$ cat config.mk
export PLATFORM = sky130hd
export DESIGN_NAME = timer_peripheral
export DESIGN_NICKNAME = d
export VERILOG_FILES = /design/src/rtl/timer_peripheral.sv
export SDC_FILE = /design/constraint.sdc
export NUM_CORES = 1
export LEC_CHECK = 0
export ABC_AREA = 1
export BUFFER_PORTS_ARGS = -buffer_cell sky130_fd_sc_hd__buf_2
export CAP_MARGIN = 10
export CORE_AREA = 2 2 125 127
export DETAILED_ROUTE_END_ITERATION = 10
export DIE_AREA = 0 0 127 129
export HOLD_SLACK_MARGIN = 0.12
export PLACE_DENSITY_LB_ADDON = 0.12
export SETUP_SLACK_MARGIN = 0.1
export SLEW_MARGIN = 30
export SYNTH_ARGS = -nofsm -noshare
export SYNTH_HDL_FRONTEND = slang
export SYNTH_SLANG_ARGS = --single-unit
$ cat constraint.sdc
create_clock -name clk -period 1.5 [get_ports clk]
set_input_delay 0.225 -clock clk [delete_from_list [all_inputs] [get_ports clk]]
set_output_delay 0.225 -clock clk [all_outputs]
set_load 0.005 [all_outputs]
$ cat src/rtl/timer_peripheral.sv
// Memory-mapped prescaled down-counter with one-shot/auto-reload modes,
// W1C status flags and a registered level interrupt.
module timer_peripheral #(
  parameter logic [31:0] BASE_ADDR = 32'h810,
  parameter int          CNT_W     = 32
) (
  input  logic        clk,
  input  logic        reset,
  input  logic        WEtimer,
  input  logic [31:0] DataAdr,
  input  logic [31:0] WriteData,
  output logic [31:0] ReadData,
  output logic        irq
);

  localparam logic [1:0] OFF_CTRL   = 2'd0;
  localparam logic [1:0] OFF_LOAD   = 2'd1;
  localparam logic [1:0] OFF_COUNT  = 2'd2;
  localparam logic [1:0] OFF_STATUS = 2'd3;

  genvar gi;

  // Address decode
  logic [32:0] adr_ext;
  logic        hit;
  logic [1:0]  offset;
  logic        wr_ctrl;
  logic        wr_load;
  logic        wr_status;

  assign adr_ext   = {1'b0, DataAdr};
  assign hit       = (adr_ext >= {1'b0, BASE_ADDR}) &&
                     (adr_ext <= ({1'b0, BASE_ADDR} + 33'hF));
  assign offset    = DataAdr[3:2];
  assign wr_ctrl   = WEtimer && hit && (offset == OFF_CTRL);
  assign wr_load   = WEtimer && hit && (offset == OFF_LOAD);
  assign wr_status = WEtimer && hit && (offset == OFF_STATUS);

  // Register state
  logic             en_reg,     en_next;
  logic             auto_reg,   auto_next;
  logic             irq_en_reg, irq_en_next;
  logic [7:0]       presc_reg,  presc_next;
  logic [7:0]       pc_reg,     pc_next;
  logic [CNT_W-1:0] load_reg,   load_next;
  logic [CNT_W-1:0] count_reg,  count_next;
  logic [1:0]       status_reg, status_next;
  logic             irq_reg,    irq_next;

  logic             tick;
  logic             expiry;
  logic [1:0]       status_set;
  logic [1:0]       status_clr;
  logic             unused_wd;

  assign unused_wd = ^WriteData;

  // A tick is a function of pre-edge state; CTRL/LOAD writes only affect what follows
  assign tick   = en_reg && (pc_reg == presc_reg);
  assign expiry = tick && (count_reg == '0);

  always_comb begin
    pc_next = pc_reg;
    if (wr_ctrl || wr_load) begin
      pc_next = '0;
    end else if (!en_reg || tick) begin
      pc_next = '0;
    end else begin
      pc_next = pc_reg + 8'd1;
    end
  end

  always_comb begin
    en_next     = en_reg;
    auto_next   = auto_reg;
    irq_en_next = irq_en_reg;
    presc_next  = presc_reg;
    if (expiry && !auto_reg) begin
      en_next = 1'b0;
    end
    if (wr_ctrl) begin
      en_next     = WriteData[0];
      auto_next   = WriteData[1];
      irq_en_next = WriteData[2];
      presc_next  = WriteData[15:8];
    end
  end

  always_comb begin
    load_next  = load_reg;
    count_next = count_reg;
    if (tick) begin
      if (count_reg != '0) begin
        count_next = count_reg - CNT_W'(1);
      end else if (auto_reg) begin
        count_next = load_reg;
      end else begin
        count_next = '0;
      end
    end
    if (wr_load) begin
      load_next  = WriteData[CNT_W-1:0];
      count_next = WriteData[CNT_W-1:0];
    end
  end

  // Bit 0 = EXP, bit 1 = OVF; a same-cycle set beats the W1C clear
  assign status_set = {expiry & status_reg[0], expiry};
  assign status_clr = wr_status ? WriteData[1:0] : 2'b00;

  generate
    for (gi = 0; gi < 2; gi++) begin : g_status
      assign status_next[gi] = (status_reg[gi] & ~status_clr[gi]) | status_set[gi];
    end
  endgenerate

  assign irq_next = status_next[0] & irq_en_next;

  always_ff @(posedge clk) begin
    if (reset) begin
      en_reg     <= 1'b0;
      auto_reg   <= 1'b0;
      irq_en_reg <= 1'b0;
      presc_reg  <= '0;
      pc_reg     <= '0;
      load_reg   <= '0;
      count_reg  <= '0;
      status_reg <= '0;
      irq_reg    <= 1'b0;
    end else begin
      en_reg     <= en_next;
      auto_reg   <= auto_next;
      irq_en_reg <= irq_en_next;
      presc_reg  <= presc_next;
      pc_reg     <= pc_next;
      load_reg   <= load_next;
      count_reg  <= count_next;
      status_reg <= status_next;
      irq_reg    <= irq_next;
    end
  end

  assign irq = irq_reg;

  always_comb begin
    ReadData = '0;
    if (hit) begin
      case (offset)
        OFF_CTRL:  ReadData = {16'h0, presc_reg, 5'h0, irq_en_reg, auto_reg, en_reg};
        OFF_LOAD:  ReadData = 32'(load_reg);
        OFF_COUNT: ReadData = 32'(count_reg);
        default:   ReadData = {30'h0, status_reg};
      endcase
    end
  end

endmodule

==> impl_metrics.prom <==
# TYPE chip_impl_metric gauge
chip_impl_metric{name="initialDrtViolationCount",unit=""} 448
chip_impl_metric{name="drt_first_pass_iters",unit=""} 7
chip_impl_metric{name="dpl-instance-area",unit="um^2"} 7610
chip_impl_metric{name="worst_path_largest_cell_delay",unit="ns"} 0.33
chip_impl_metric{name="drc",unit=""} 0
chip_impl_info{name="hold_path_class",value="in2reg"} 1
chip_impl_metric{name="grt_pass1_vias",unit=""} 6594
chip_impl_metric{name="antenna_found_initial",unit=""} 0
chip_impl_info{name="worst_setup_path_end_kind",value="register"} 1
chip_impl_metric{name="worstMarginPinSlew",unit="ns"} 0.457
chip_impl_info{name="timing.critical_path.cells",value="nor2_2 > nand2_4 > nor2_4 > nand2_4 > nor2_4 > buf_6 > nand3_2 > nand2_1 > nand2_1 > nand3_2 > nand3_2 > inv_2"} 1
chip_impl_metric{name="maxCapViolations",unit=""} 0
chip_impl_metric{name="worst_hold_path_stage_count",unit=""} 3
chip_impl_metric{name="wl_final",unit="um"} 21600
chip_impl_info{name="startpoint_of_the_lowest_slack_hold_path",value="WriteData[2]"} 1
chip_impl_metric{name="synth_sequential_area_ratio",unit=""} 0.293
chip_impl_metric{name="layout_cell_area_excl_fill",unit="um^2"} 9440
chip_impl_info{name="timing_worst_setup_path_type",value="reg2reg"} 1
chip_impl_info{name="critical_path.reg2reg.startpoint",value="count_reg[22]"} 1
chip_impl_metric{name="layout-drive-gt1-share",unit=""} 0.444
chip_impl_metric{name="final_max_slew_viol_count",unit=""} 0
chip_impl_info{name="clk_root_buffer_cell",value="clkbuf_16"} 1
chip_impl_metric{name="timing.critical_path.required",unit="ns"} 1.80
chip_impl_metric{name="antenna_viol_nets_final",unit=""} 0
chip_impl_metric{name="synthesis.instances",unit=""} 996
chip_impl_metric{name="ff2ff_setup_slack",unit="ns"} -0.18
chip_impl_metric{name="yosysUniqueCellTypes",unit=""} 38
chip_impl_metric{name="dp_hpwl",unit="um"} 14300
chip_impl_metric{name="finalCoreUtilization",unit=""} 0.630
chip_impl_metric{name="max-clock-path-buffers",unit=""} 2
chip_impl_info{name="top_layer",value="met4"} 1
chip_impl_metric{name="share_comb_of_total_power",unit=""} 0.067
chip_impl_metric{name="share_seq_of_total_power",unit=""} 0.455
chip_impl_info{name="timing.critical_path.mode_cell",value="nand3_2"} 1
chip_impl_metric{name="wirelength_met1",unit="um"} 9700
chip_impl_metric{name="route.vias.total",unit=""} 7144
chip_impl_info{name="worst_flop_to_flop_path_endpoint",value="count_reg[5]"} 1
chip_impl_info{name="cp_slowest_cell",value="dfxtp_1"} 1
chip_impl_metric{name="worst_clock_skew",unit="ns"} 0.00884
chip_impl_metric{name="design.die.area",unit="um^2"} 16400
chip_impl_metric{name="grt_pass1_wl",unit="um"} 32700
chip_impl_metric{name="final.period_utilization",unit=""} 1.12
chip_impl_metric{name="tritoncts.num_buffers",unit=""} 9
chip_impl_info{name="status",value="finished, violations left"} 1
chip_impl_metric{name="track_usage",unit=""} 0.247
chip_impl_metric{name="p_per_area",unit="nW/um^2"} 529
chip_impl_info{name="crit_path_start_kind",value="register"} 1
chip_impl_metric{name="grt_remaining_overflow",unit=""} 0
chip_impl_metric{name="timing.final.setup_violations",unit=""} 62
chip_impl_metric{name="max_slew_margin",unit=""} 0.696
chip_impl_metric{name="cts_clock_pin_slew_for_the_worst_setup_and_hold_paths",unit="ns"} 0.07
chip_impl_metric{name="gp_congestion",unit=""} 0.896
chip_impl_metric{name="postSynthNetCount",unit=""} 1066
chip_impl_metric{name="synth-seq-cells",unit=""} 86
chip_impl_metric{name="post-place-ws",unit="ns"} -0.265
chip_impl_metric{name="total_length_of_routed_met2_wires",unit="um"} 10500
chip_impl_info{name="layout_common_cells",value="279 x nand2_1, 138 x buf_4, 82 x buf_2"} 1
chip_impl_metric{name="setup_slack",unit="ns"} -0.184
chip_impl_metric{name="met3RoutedLength",unit="um"} 1010
chip_impl_metric{name="cts.hold.buffers_added",unit=""} 0
chip_impl_info{name="most_frequent_standard_cell_in_the_layout_excluding_fill_and_tap_cells",value="nand2_1"} 1
chip_impl_metric{name="ctsHtreeMaxLevel",unit=""} 3
chip_impl_metric{name="final_net_count",unit=""} 1301
chip_impl_metric{name="viasPerCell",unit=""} 5.02
chip_impl_metric{name="clock_insertion_delay_worst_skew",unit="ns"} 0.36
chip_impl_metric{name="synthToLayoutAreaGrowth",unit="%"} 60.4
chip_impl_metric{name="r2r_cells",unit=""} 12
chip_impl_metric{name="core.rowCount",unit=""} 45
chip_impl_metric{name="max-vdd-ir-drop",unit="V"} 0.000437
chip_impl_metric{name="crit_arrival",unit="ns"} 1.99
chip_impl_info{name="violations_in_the_final_reports",value="setup timing"} 1
chip_impl_metric{name="yosys_warnings",unit=""} 0
chip_impl_metric{name="switchingPower",unit="mW"} 1.25
chip_impl_metric{name="port-buffer-count",unit=""} 97
chip_impl_metric{name="crit_path_max_fanout",unit=""} 8
chip_impl_metric{name="core_area",unit="um^2"} 15000
chip_impl_metric{name="total_leakage_power",unit="nW"} 4.27
chip_impl_metric{name="hold_ws",unit="ns"} 0.132
chip_impl_metric{name="n_antenna_cell",unit=""} 0
chip_impl_metric{name="max_clock_freq",unit="GHz"} 0.594
chip_impl_metric{name="period_minus_slack",unit="ns"} 1.68
chip_impl_metric{name="clock_power_share",unit=""} 0.478
chip_impl_metric{name="final-hold-violation-count",unit=""} 0
chip_impl_metric{name="clock_sink_count",unit=""} 86
chip_impl_metric{name="wl_per_cell",unit="um"} 15.2
chip_impl_metric{name="synth.cell_area",unit="um^2"} 5890
chip_impl_info{name="cts_tree",value="yes"} 1
chip_impl_metric{name="start_util",unit=""} 0.393
chip_impl_metric{name="pin_count",unit=""} 100
chip_impl_metric{name="die_w",unit="um"} 127
chip_impl_metric{name="syn_area_per_cell",unit="um^2"} 5.91
chip_impl_metric{name="die_h",unit="um"} 129
chip_impl_info{name="worstHoldEndpoint",value="irq_en_reg"} 1
chip_impl_metric{name="grt_start_max_net_pins",unit=""} 37
chip_impl_metric{name="sw_frac_of_total",unit=""} 0.251
chip_impl_metric{name="cellInternalPower",unit="mW"} 3.74
chip_impl_info{name="unrepaired_setup_endpoints_after_global_routing",value="true"} 1
==> cell families (layout without fill, tap and decap cells) <==
logic type | after synthesis | count (layout) | synth area share
AOI/OAI and AO/OA | 125 | 125 | 0.112
xor gates and xnor gates | 12 | 12 | 0.0179
adders and majority gates | 3 | 3 | 0.00638
buffers and inverters | 165 | 404 | 0.122
DFF | 86 | 86 | 0.293
and+or+nand+nor | 605 | 606 | 0.450
==> per-stage QoR <==
stage / std cells / TNS (ns) / power, mW
finish: 1424 / -4.09 / 4.99
global route: 1424 / -10.29 / 5.12
CTS: 1411 / -2.71 / 4.98
detailed placement: 1374 / -17.59 / 2.59
global placement: 1374 / -14.84 / 2.59
floorplan: 996 / 0 / 2.43
==> routing by layer <==
layer / up-vias / global-route usage
met5: - / 0
met3: 36 / 0.0308
met4: 0 / 0.0737
li1: 3659 / -
met2: 197 / 0.418
met1: 3252 / 0.331
==> power groups by stage <==
stage	Combinational [mW]	Clock, mW	Sequential [mW]
4_1_cts	0.284	2.42	2.27
3_5_place_dp	0.262	0	2.33
3_3_place_gp	0.261	0	2.33
6_report	0.332	2.39	2.27
2_1_floorplan	0.0991	0	2.33
5_1_grt	0.357	2.49	2.27
==> layout make-up <==
| type | instances | area [um^2] |
|---|---|---|
| clock buffer | 9 | 225 |
| clock inverter | 7 | 78.8 |
| fill | 1367 | 5540 |
| inverter | 122 | 483 |
| multi-input combinational | 746 | 4460 |
| sequential | 86 | 1780 |
| tap | 188 | 235 |
| timing repair buffer | 266 | 2180 |
==> worst max path at each step <==
stage             startpoint            end  slack, ns  cells after the start
2_1_floorplan   count_reg[9]  count_reg[14]       0.08                     13
3_3_place_gp     DataAdr[25]   ReadData[12]      -0.26                     10
3_5_place_dp     DataAdr[26]   ReadData[12]      -0.27                     10
4_1_cts         count_reg[0]  count_reg[25]      -0.08                     12
5_1_grt        count_reg[16]   count_reg[5]      -0.28                     12
6_report       count_reg[22]   count_reg[5]      -0.18                     12
==> Yosys cell counts, drive strengths merged <==
cell type / count / area (um^2)
nor2: 136 / 577
inv: 108 / 408
a21o: 1 / 7.51
clkbuf: 18 / 71.3
o21ai: 39 / 195
clkinv: 14 / 52.6
o21bai: 1 / 7.51
ha: 3 / 37.5
and2: 2 / 12.5
nand2: 315 / 1220
nor3b: 1 / 7.51
xnor2: 3 / 26.3
dfxtp: 86 / 1720
or2: 4 / 25.0
a31oi: 6 / 37.5
nor3: 7 / 35.0
nand4: 25 / 156
a221oi: 4 / 35.0
xor2: 9 / 78.8
o221ai: 1 / 8.76
nand3: 115 / 608
buf: 25 / 186
a21oi: 73 / 365
==> what timing repair did <==
| action | in CTS | in global routing |
|---|---|---|
| setup endpoints to repair | 69 | 101 |
| setup buffers | 18 | 12 |
| gates cloned | 3 | 5 |
| gates resized for setup | 165 | 151 |
| pin swaps | 48 | 71 |
==> critical path: cells and delay by family, from the launching register on <==
family / cells / cell delay, ns
flops: 1 / 0.33
simple gates: 10 / 1.08
buf+inv: 2 / 0.25
(Power assumes the default switching activity.)
